### config.mk
export PLATFORM = sky130hd
export DESIGN_NAME = uart_tx_port
export DESIGN_NICKNAME = d
export VERILOG_FILES = /design/src/rtl/uart_pkg.sv /design/src/rtl/uart_tx_fifo.sv /design/src/rtl/uart_tx_port.sv
export SDC_FILE = /design/constraint.sdc
export NUM_CORES = 1
export LEC_CHECK = 0
export CELL_PAD_IN_SITES_DETAIL_PLACEMENT = 1
export CELL_PAD_IN_SITES_GLOBAL_PLACEMENT = 2
export CORE_ASPECT_RATIO = 1.25
export CORE_MARGIN = 4
export CORE_UTILIZATION = 44
export DETAILED_ROUTE_END_ITERATION = 6
export PLACE_DENSITY = 0.92
export SYNTH_ARGS = -nofsm -noshare
export SYNTH_HDL_FRONTEND = slang
export SYNTH_SLANG_ARGS = --single-unit
### constraint.sdc
create_clock -name clk -period 5.9 [get_ports clk]
set_clock_uncertainty 0.05 [all_clocks]
set_input_delay 0.59 -clock clk [delete_from_list [all_inputs] [get_ports clk]]
set_output_delay 0.59 -clock clk [all_outputs]
set_load 0.1 [all_outputs]
### src/rtl/uart_pkg.sv
// Shared definitions for the memory-mapped UART transmitter: FSM encoding and
// status-word bit positions used by the read mux and CPU test programs.
package uart_pkg;

  typedef enum logic [1:0] {
    ST_IDLE  = 2'd0,
    ST_START = 2'd1,
    ST_DATA  = 2'd2,
    ST_STOP  = 2'd3
  } tx_state_e;

  localparam int unsigned STATUS_NOT_FULL  = 32'd0;
  localparam int unsigned STATUS_TX_IDLE   = 32'd1;
  localparam int unsigned STATUS_OVERFLOW  = 32'd2;
  localparam int unsigned STATUS_COUNT_LSB = 32'd4;
  localparam int unsigned STATUS_COUNT_W   = 32'd4;

  function automatic logic [15:0] pack_status(input logic [3:0] count,
                                              input logic       overflow,
                                              input logic       tx_idle,
                                              input logic       not_full);
    logic [15:0] s;
    s = 16'h0000;
    s[STATUS_COUNT_LSB +: STATUS_COUNT_W] = count;
    s[STATUS_OVERFLOW]                    = overflow;
    s[STATUS_TX_IDLE]                     = tx_idle;
    s[STATUS_NOT_FULL]                    = not_full;
    return s;
  endfunction

endpackage

### src/rtl/uart_tx_fifo.sv
// Byte FIFO feeding the UART transmitter. A push into a full FIFO is taken only
// when a pop happens in the same cycle; pointers wrap modulo the depth.
module uart_tx_fifo #(
  parameter int unsigned FIFO_AW = 3
) (
  input  logic               clk,
  input  logic               rst,
  input  logic               push,
  input  logic               pop,
  input  logic [7:0]         din,
  output logic [7:0]         dout,
  output logic [FIFO_AW:0]   count,
  output logic               full,
  output logic               empty
);

  localparam logic [FIFO_AW:0]   DEPTH   = {1'b1, {FIFO_AW{1'b0}}};
  localparam logic [FIFO_AW-1:0] PTR_ONE = (FIFO_AW)'(32'd1);
  localparam logic [FIFO_AW:0]   CNT_ONE = (FIFO_AW + 1)'(32'd1);

  logic [7:0]         mem_q [2**FIFO_AW];
  logic [FIFO_AW-1:0] wr_ptr_q;
  logic [FIFO_AW-1:0] rd_ptr_q;
  logic [FIFO_AW:0]   count_q;
  logic               do_push_s;
  logic               do_pop_s;

  assign full      = (count_q == DEPTH);
  assign empty     = (count_q == {(FIFO_AW + 1){1'b0}});
  assign count     = count_q;
  assign dout      = mem_q[rd_ptr_q];
  assign do_pop_s  = pop && !empty;
  assign do_push_s = push && (!full || do_pop_s);

  // Storage array; contents need no reset because count gates visibility.
  always_ff @(posedge clk) begin
    if (do_push_s) begin
      mem_q[wr_ptr_q] <= din;
    end
  end

  // Pointer and occupancy bookkeeping.
  always_ff @(posedge clk or negedge rst) begin
    if (!rst) begin
      wr_ptr_q <= '0;
      rd_ptr_q <= '0;
      count_q  <= '0;
    end else begin
      if (do_push_s) begin
        wr_ptr_q <= wr_ptr_q + PTR_ONE;
      end
      if (do_pop_s) begin
        rd_ptr_q <= rd_ptr_q + PTR_ONE;
      end
      case ({do_push_s, do_pop_s})
        2'b10:   count_q <= count_q + CNT_ONE;
        2'b01:   count_q <= count_q - CNT_ONE;
        default: count_q <= count_q;
      endcase
    end
  end

endmodule

### src/rtl/uart_tx_port.sv
// Memory-mapped 8N1 serial transmitter: FIFO-buffered store path, baud timing,
// status word for the read mux and a one-cycle interrupt when the line drains.
module uart_tx_port
  import uart_pkg::*;
#(
  parameter int unsigned DIVISOR   = 217,
  parameter int unsigned FIFO_AW   = 3,
  parameter logic [3:0]  IRQ_INDEX = 4'd2
) (
  input  logic        clk,
  input  logic        rst,
  input  logic        wrData,
  input  logic        wrCtrl,
  input  logic [15:0] wrValue,
  output logic [15:0] statusData,
  output logic        txd,
  output logic        txIrq,
  output logic [3:0]  txIrqIndex
);

  localparam logic [15:0] BAUD_RELOAD = 16'(DIVISOR - 32'd1);

  tx_state_e        state_q;
  logic [15:0]      baud_q;
  logic [7:0]       shift_q;
  logic [2:0]       bit_idx_q;
  logic             txd_q;
  logic             irq_q;
  logic             overflow_q;
  logic             overflow_d;

  logic             fifo_push_s;
  logic             fifo_pop_s;
  logic [7:0]       fifo_dout_s;
  logic [FIFO_AW:0] fifo_count_s;
  logic             fifo_full_s;
  logic             fifo_empty_s;
  logic             baud_done_s;
  logic             tx_idle_s;
  logic [3:0]       count4_s;
  logic             unused_ok_s;

  uart_tx_fifo #(.FIFO_AW(FIFO_AW)) u_fifo (
    .clk   (clk),
    .rst   (rst),
    .push  (fifo_push_s),
    .pop   (fifo_pop_s),
    .din   (wrValue[7:0]),
    .dout  (fifo_dout_s),
    .count (fifo_count_s),
    .full  (fifo_full_s),
    .empty (fifo_empty_s)
  );

  assign baud_done_s = (baud_q == 16'd0);
  assign tx_idle_s   = (state_q == ST_IDLE) && fifo_empty_s;
  assign count4_s    = 4'(fifo_count_s);
  assign statusData  = pack_status(count4_s, overflow_q, tx_idle_s, !fifo_full_s);
  assign txd         = txd_q;
  assign txIrq       = irq_q;
  assign txIrqIndex  = IRQ_INDEX;
  assign unused_ok_s = ^wrValue[15:8];

  // Pop on leaving IDLE or at a STOP boundary, which lets a full FIFO still accept a write.
  always_comb begin
    fifo_pop_s = 1'b0;
    case (state_q)
      ST_IDLE: fifo_pop_s = !fifo_empty_s;
      ST_STOP: fifo_pop_s = baud_done_s && !fifo_empty_s;
      default: fifo_pop_s = 1'b0;
    endcase
    fifo_push_s = wrData && (!fifo_full_s || fifo_pop_s);
  end

  // Sticky overflow: a dropped byte beats a coincident clear.
  always_comb begin
    overflow_d = overflow_q;
    if (wrData && fifo_full_s && !fifo_pop_s) begin
      overflow_d = 1'b1;
    end else if (wrCtrl && wrValue[0]) begin
      overflow_d = 1'b0;
    end else begin
      overflow_d = overflow_q;
    end
  end

  // Overflow flag register.
  always_ff @(posedge clk or negedge rst) begin
    if (!rst) begin
      overflow_q <= 1'b0;
    end else begin
      overflow_q <= overflow_d;
    end
  end

  // Frame sequencer: every state holds its bit for DIVISOR cycles.
  always_ff @(posedge clk or negedge rst) begin
    if (!rst) begin
      state_q   <= ST_IDLE;
      baud_q    <= 16'd0;
      shift_q   <= 8'h00;
      bit_idx_q <= 3'd0;
      txd_q     <= 1'b1;
      irq_q     <= 1'b0;
    end else begin
      irq_q <= 1'b0;
      case (state_q)
        ST_IDLE: begin
          if (!fifo_empty_s) begin
            shift_q <= fifo_dout_s;
            txd_q   <= 1'b0;
            baud_q  <= BAUD_RELOAD;
            state_q <= ST_START;
          end
        end
        ST_START: begin
          if (baud_done_s) begin
            txd_q     <= shift_q[0];
            bit_idx_q <= 3'd0;
            baud_q    <= BAUD_RELOAD;
            state_q   <= ST_DATA;
          end else begin
            baud_q <= baud_q - 16'd1;
          end
        end
        ST_DATA: begin
          if (baud_done_s) begin
            baud_q <= BAUD_RELOAD;
            if (bit_idx_q == 3'd7) begin
              txd_q   <= 1'b1;
              state_q <= ST_STOP;
            end else begin
              shift_q   <= {1'b0, shift_q[7:1]};
              txd_q     <= shift_q[1];
              bit_idx_q <= bit_idx_q + 3'd1;
            end
          end else begin
            baud_q <= baud_q - 16'd1;
          end
        end
        ST_STOP: begin
          if (baud_done_s) begin
            baud_q <= BAUD_RELOAD;
            if (!fifo_empty_s) begin
              shift_q <= fifo_dout_s;
              txd_q   <= 1'b0;
              state_q <= ST_START;
            end else begin
              irq_q   <= 1'b1;
              state_q <= ST_IDLE;
            end
          end else begin
            baud_q <= baud_q - 16'd1;
          end
        end
        default: begin
          txd_q   <= 1'b1;
          state_q <= ST_IDLE;
        end
      endcase
    end
  end

endmodule

Word level (Yosys, flattened, before mapping)
Memories as Yosys holds them, arrays and structs flattened.
Index checks and enable logic that the tools add are counted.
{ "classes": {"n_mux": 34, "n_reduce_logical": 25, "add_sub_neg": 6, "n_eq_ne": 13} }
{ "op_table": {"columns": ["operator", "n"], "rows": [
  ["2-to-1 mux 16 bit", 2],
  ["2-to-1 mux 8 bit", 4],
  ["one-hot mux 16 bit (2 select lines)", 1],
  ["one-hot mux 8 bit (3 select lines)", 1],
  ["logical NOT 16 bit", 1],
  ["subtractor 16 x 1 -> 16 bit, second input constant", 1],
  ["2-to-1 mux 1 bit", 13],
  ["inequality test 2 bit, second input constant", 6],
  ["2-to-1 mux 2 bit", 5],
  ["adder 3 x 1 -> 3 bit, second input constant", 3],
  ["2-to-1 mux 3 bit", 3],
  ["logical AND 1 bit", 8],
  ["one-hot mux 2 bit (4 select lines)", 1],
  ["one-hot mux 4 bit (2 select lines)", 1],
  ["AND reduction 4 bit", 2],
  ["== test 2 bit, second input constant", 3],
  ["one-hot mux 3 bit (2 select lines)", 1],
  ["nonzero test 2 bit", 3],
  ["AND reduction 5 bit", 1],
  ["adder 4 x 1 -> 4 bit, second input constant", 1],
  ["== test 2 x 1 -> 1 bit, second input constant", 2],
  ["== test 4 bit, second input constant", 1],
  ["logical NOT 4 bit", 1],
  ["one-hot mux 1 bit (4 select lines)", 1],
  ["other kinds (9)", 12]
]} }
{ "word_totals": {"mem_count": 1, "ramBits": 64, "wordCells": 89, "regBits": 42, "out_inout_bits": 22} }
{ "memory_table": {"columns": ["memory", "depth", "word_bits", "rd", "rd_clocked_by_memory_dff", "wr", "line", "rtl"], "rows": [
  ["u_fifo.mem_q", 8, 8, 1, 0, 1, "uart_tx_fifo.sv:21", "logic [7:0] mem_q [2**FIFO_AW];"]
]} }

Longest topological paths before layout
{ "logic_depth": {"ltp_word": 9, "mapped_depth": 13, "depth_no_buf": 13} }

By module
Synthesis repeated with hierarchy kept, for this count alone.
{ "unflattened": {"hier_cells": 366, "hier_area_um2": 5183.7} }
{ "modules_own_cells": {"columns": ["module", "n_inst", "cells_per_inst", "area_per_inst_um2", "seq_area_each_um2"], "rows": [
  ["uart_tx_fifo", 1, 162, 3150.5, 2172.1],
  ["uart_tx_port", 1, 204, 2033.2, 802.0]
]} }

Least setup slack after synthesis
OpenSTA, ideal clock, no wires.
{ "synth_path": {"path_kind": "reg-to-reg", "startpoint": "register u_fifo.count_q[1], in the netlist u_fifo.count[1]", "endpoint": "register u_fifo.count_q[2], in the netlist u_fifo.count[2]", "slack_ns": 2.026, "arrival_time_ns": 3.656, "t_required_ns": 5.683, "path_buffers": 1, "stages_incl_launch_ff": 13, "synth_period_minus_slack_ns": 3.874, "setup_ns": 0.167, "path_cell_list": "dfrtp_1 > clkbuf_1 > or4b_1 > a21o_1 > a41o_2 > nand2_2 > ha_1 > xor2_1 > ha_1 > a21oi_1 > xor2_1 > nor2_1 > xor2_1"} }
{ "synth_via": {"word_cells_on_any_way": 17, "cone_classes": "add/sub (2); eq/ne (3); mux (2); reduce/logical (10)"} }
{ "synth_rtl": {"columns": ["item", "line", "rtl"], "rows": [
  ["from (decl)", "uart_tx_fifo.sv:24", "logic [FIFO_AW:0] count_q;"],
  ["from (signal assigned)", "uart_tx_fifo.sv:56", "2'b10: count_q <= count_q + CNT_ONE;"],
  ["from (signal assigned)", "uart_tx_fifo.sv:57", "2'b01: count_q <= count_q - CNT_ONE;"],
  ["from (signal assigned)", "uart_tx_fifo.sv:58", "default: count_q <= count_q;"],
  ["== test 4 bit (*)", "uart_tx_fifo.sv:28", "assign full = (count_q == DEPTH);"],
  ["logical NOT 1 bit (*)", null, null],
  ["via statusData[0]", "uart_tx_port.sv:15", "output logic [15:0] statusData,"],
  ["logical OR 1 bit", "uart_tx_port.sv:72", "fifo_push_s = wrData && (!fifo_full_s || fifo_pop_s);"],
  ["logical AND 1 bit", "uart_tx_port.sv:72", null],
  ["logical AND 1 bit (*)", "uart_tx_fifo.sv:33", "assign do_push_s = push && (!full || do_pop_s);"],
  ["== test 2 x 1 -> 1 bit or == test 2 bit (tied branches)", "uart_tx_fifo.sv:55", "case ({do_push_s, do_pop_s})"],
  ["one-hot mux 4 bit (2 select lines) or nonzero test 2 bit (tied branches)", null, null]
]} }
The timed path passes the listed nets; every way through them passes the cells marked *.
A chain may end at the register's enable or synchronous reset.

Worst setup path in the final report
{ "layout_path": {"startpoint": "register u_fifo.count_q[2], in the netlist u_fifo.count[2]", "endpoint": "output port statusData[1]"} }
{ "layout_via": {"elab_chain_cells": 2} }
{ "layout_lines": {"columns": ["item", "line", "rtl"], "rows": [
  ["logical NOT 4 bit", "uart_tx_fifo.sv:29", "assign empty = (count_q == {(FIFO_AW + 1){1'b0}});"],
  ["logical AND 1 bit", "uart_tx_port.sv:56", "assign tx_idle_s = (state_q == ST_IDLE) && fifo_empty_s;"],
  ["to (decl)", "uart_tx_port.sv:15", null]
]} }
Every way passes these cells.

==> insert_results.sql <==
INSERT INTO impl_metrics (metric_group, metric, value, unit) VALUES
('sta', 'achievable-frequency', '0.263', 'GHz'),
('floorplan', 'floorplan.die.width', '102', 'um'),
('global_route', 'grt_first_pass_wirelength', '16300', 'um'),
('setup_path', 'cp.required', '5.26', 'ns'),
('synthesis', 'synth_largest_area_cell', 'edfxtp_1', ''),
('global_route', 'initial_antenna_violation_count', '0', ''),
('finish', 'mostFrequentLayoutCells', '64 x edfxtp_1, 41 x dfrtp_1, 22 x nor2_1', ''),
('route', 'detailedRoute.firstPassIterationCount', '4', ''),
('floorplan', 'core-area', '10700', 'sq um'),
('synthesis', 'synth-warning-count', '0', ''),
('sta', 'finalWorstPathRequiredPeriod', '3.80', 'ns'),
('clocking', 'clock_tree_from_tritoncts', 'built', ''),
('sta', 'tns', '0', 'ns'),
('finish', 'area_growth_syn_to_layout', '11.7', '%'),
('global_route', 'first_global_vias', '3074', ''),
('floorplan', 'floorplan.die.height', '126', 'um'),
('route', 'via_count', '2810', ''),
('setup_path', 'worstPathMaxFanout', '9', ''),
('route', 'drt-wirelength-per-cell', '19.8', 'um'),
('hold_path', 'hold_class', 'in2async', ''),
('finish', 'layout.cells.non_filler', '501', ''),
('placement', 'routabilityCongestion', '0.755', ''),
('run', 'timing.max_cap.violations', '0', ''),
('clocking', 'clock_latency_at_the_later_pin_of_the_worst_skew_pair', '0.35', 'ns'),
('setup_path', 'crit_path_end_kind', 'output port', ''),
('clocking', 'cts_buffers', '9', ''),
('synthesis', 'synth-seq-area-share', '61.1', '%'),
('clocking', 'clock_sinks', '106', ''),
('synthesis', 'most_used_flip_flop_cell_after_synthesis', 'edfxtp_1', ''),
('setup_path', 'worstSetupPathType', 'reg2out', ''),
('sta', 'least_setup_slack_across_all_paths_after_layout', '2.10', 'ns'),
('finish', 'final_common_cell', 'edfxtp_1', ''),
('global_route', 'groute.usage.overall', '16.7', '%'),
('clocking', 'post-cts-setup-buffers', '0', ''),
('floorplan', 'start_util', '45.4', '%'),
('synthesis', 'postSynthAreaPerCell', '14.0', 'sq um'),
('floorplan', 'die_outline_area', '12800', 'sq um'),
('clocking', 'clock-root-buffer', 'clkbuf_16', ''),
('sta', 'slew_headroom', '28.0', '%'),
('route', 'drc', '0', ''),
('synthesis', 'post_synth_instance_area', '4870', 'sq um'),
('setup_path', 'setup.worst_path.start_class', 'register', ''),
('global_route', 'maximum_number_of_pins_on_one_net_before_global_route_repair', '43', ''),
('synthesis', 'main_area_contributors_after_synthesis', 'edfxtp_1 39%, dfrtp_1 21%, mux4_2 7.4%, ha_1 3.3%, xor2_1 2.9%', ''),
('clocking', 'clock_tree.buffer_depth', '2', ''),
('synthesis', 'netlist_instances', '347', ''),
('synthesis', 'synthArstFlopShare', '39.6', '%'),
('placement', 'dpl_worst_slack', '2.49', 'ns'),
('route', 'detailed_route_wl', '9930', 'um'),
('placement', 'detailedPlacementHpwl', '6920', 'um'),
('route', 'routed_via_density', '5.61', ''),
('pwr', 'peakVddDrop', '0.000269', 'V'),
('finish', 'post_route_cells_drive_above_1_share', '15.4', '%'),
('route', 'number_of_routed_nets_with_antenna_violations', '0', ''),
('synthesis', 'synth.top_cell.area_share', '39.5', '%'),
('synthesis', 'synth.lib_cells_used.distinct', '56', ''),
('outcome', 'status', 'completed', ''),
('setup_path', 'worst_ep_arrival_time', '3.16', 'ns'),
('finish', 'num_antenna_cells', '0', ''),
('pwr', 'powerDensity', '527', 'nW/um^2'),
('finish', 'final_core_util', '50.7', '%'),
('global_route', 'grt-ovfl-total', '0', ''),
('finish', 'final_net_count', '397', ''),
('clocking', 'clock_pin_slew_reported_for_the_worst_setup_and_hold_paths_after_clock_tree_synthesis', '0.08', 'ns'),
('placement', 'dp.cells', '485', ''),
('route', 'drtIter0Drc', '112', ''),
('clocking', 'cts-htree-levels', '3', ''),
('clocking', 'gates_resized_cts_repair', '0', ''),
('sta', 'rsz0062_at_grt', 'false', ''),
('pwr', 'cellLeakagePower', '2.04', 'nW'),
('sta', 'pins_over_slew_limit', '0', ''),
('placement', 'io_port_bufs', '20', ''),
('clocking', 'cts-hold-fix-buffers', '0', ''),
('synthesis', 'synth_enable_flop_cells', '64', ''),
('sta', 'timing_worst_slew_pin_value', '1.08', 'ns'),
('synthesis', 'synth_seq_cells', '106', ''),
('sta', 'final.period_utilization', '64.3', '%'),
('floorplan', 'num_rows', '42', ''),
('floorplan', 'boundaryPins', '42', ''),
('sta', 'timing.final.setup_violations', '0', ''),
('sta', 'hold_viol', '0', '');
-- cell usage after synthesis, types with 2 or more instances --
library cell / instances
o21ai_0: 8
a21oi_1: 10
mux2i_1: 5
xor2_1: 16
nand3_1: 6
or4_1: 4
o31a_1: 2
conb_1: 2
a22o_1: 3
nor4_4: 2
clkbuf_1: 6
ha_1: 13
mux2_2: 6
inv_1: 15
or3_1: 2
nor2b_1: 4
o221ai_1: 3
nand3b_1: 2
or2_2: 2
a31oi_1: 2
dfrtp_1: 41
o22ai_1: 4
nor2_1: 22
buf_2: 3
mux4_2: 16
o21a_1: 2
buf_4: 15
nand2_1: 20
nor4_1: 2
edfxtp_1: 64
nor3_1: 9
nand2b_1: 7
xnor2_1: 6
-- state kept, by name (all words and copies together), names as in the netlist --
register         count
state_q              2
overflow_q           1
u_fifo.wr_ptr_q      3
u_fifo.count         4
txIrq                1
txd                  1
shift_q              8
bit_idx_q            3
baud_q              16
u_fifo.rd_ptr_q      3
u_fifo.mem_q        64
-- metal layers --
| metal | global-route usage (%) | share of wire, % | vias up | routed length [um] |
|---|---|---|---|---|
| li1 | - | - | 1300 | - |
| met1 | 20.4 | 41 | 1468 | 4050 |
| met2 | 29.9 | 56 | 36 | 5590 |
| met3 | 3.23 | 2.0 | 6 | 194 |
| met4 | 4.40 | 0.94 | 0 | 93 |
| met5 | 0 | 0 | - | 0 |
-- power by group --
| group | internal, mW | switching [mW] | leakage [nW] |
|---|---|---|---|
| Clock | 0.300 | 0.294 | 0.146 |
| Sequential | 0.959 | 0.179 | 1.09 |
| Combinational | 0.452 | 0.683 | 0.800 |
-- path summary, 6_finish.rpt --
check,cells past startpoint,startpoint,to,slack (ns)
setup / recovery,4,u_fifo.count[2]$_DFFE_PN0P_,statusData[1],2.10
hold / removal,1,rst,baud_q[5]$_DFFE_PN0N_,0.34
setup reg to reg,11,baud_q[11]$_DFFE_PN0N_,u_fifo.count[2]$_DFFE_PN0P_,2.62
hold reg to reg,2,overflow_q$_DFFE_PN0P_,overflow_q$_DFFE_PN0P_,0.45
max in group asynchronous,1,rst,shift_q[6]$_DFFE_PN0P_,4.87
min in group clk,2,overflow_q$_DFFE_PN0P_,overflow_q$_DFFE_PN0P_,0.45
-- logic make-up (layout without fill, tap and decap cells) --
kind of cell	Yosys count	after routing	synth area share, %
flip-flops	106	106	61.1
AND/OR/NAND/NOR	90	90	10.3
AO/OA/AOI/OAI	46	46	6.73
buffers and inverters	40	51	4.32
multiplexers	28	28	10.1
XOR/XNOR	22	22	3.96
adder cells (fa/ha/maj)	13	13	3.34
other	2	13	0.154
-- per-stage QoR --
step | instance area [sq um] | power, mW | hold slack (ns)
2_1_floorplan | 4910 | 2.00 | 0.244
3_3_place_gp | 5150 | 2.22 | 0.419
3_5_place_dp | 5150 | 2.29 | 0.436
4_1_cts | 5440 | 2.90 | 0.374
5_1_grt | 5440 | 3.03 | 0.412
6_report | 5440 | 2.87 | 0.336
-- area by class of cell --
cell class	instances	area, sq um
Clock buffer	9	225
Clock inverter	7	68.8
Fill cell	1078	5280
Inverter	15	56.3
Multi-Input combinational cell	212	1760
Sequential cell	106	2970
Tap cell	132	165
Timing Repair Buffer	20	195
-- worst max-delay path: stages (launching register included) --
cell and delay (ns):
dfrtp_1 0.49, nor4_4 0.62, nand2_1 0.29, inv_1 0.24
clkdlybuf4s50_1 1.17
(Power assumes the default switching activity.)
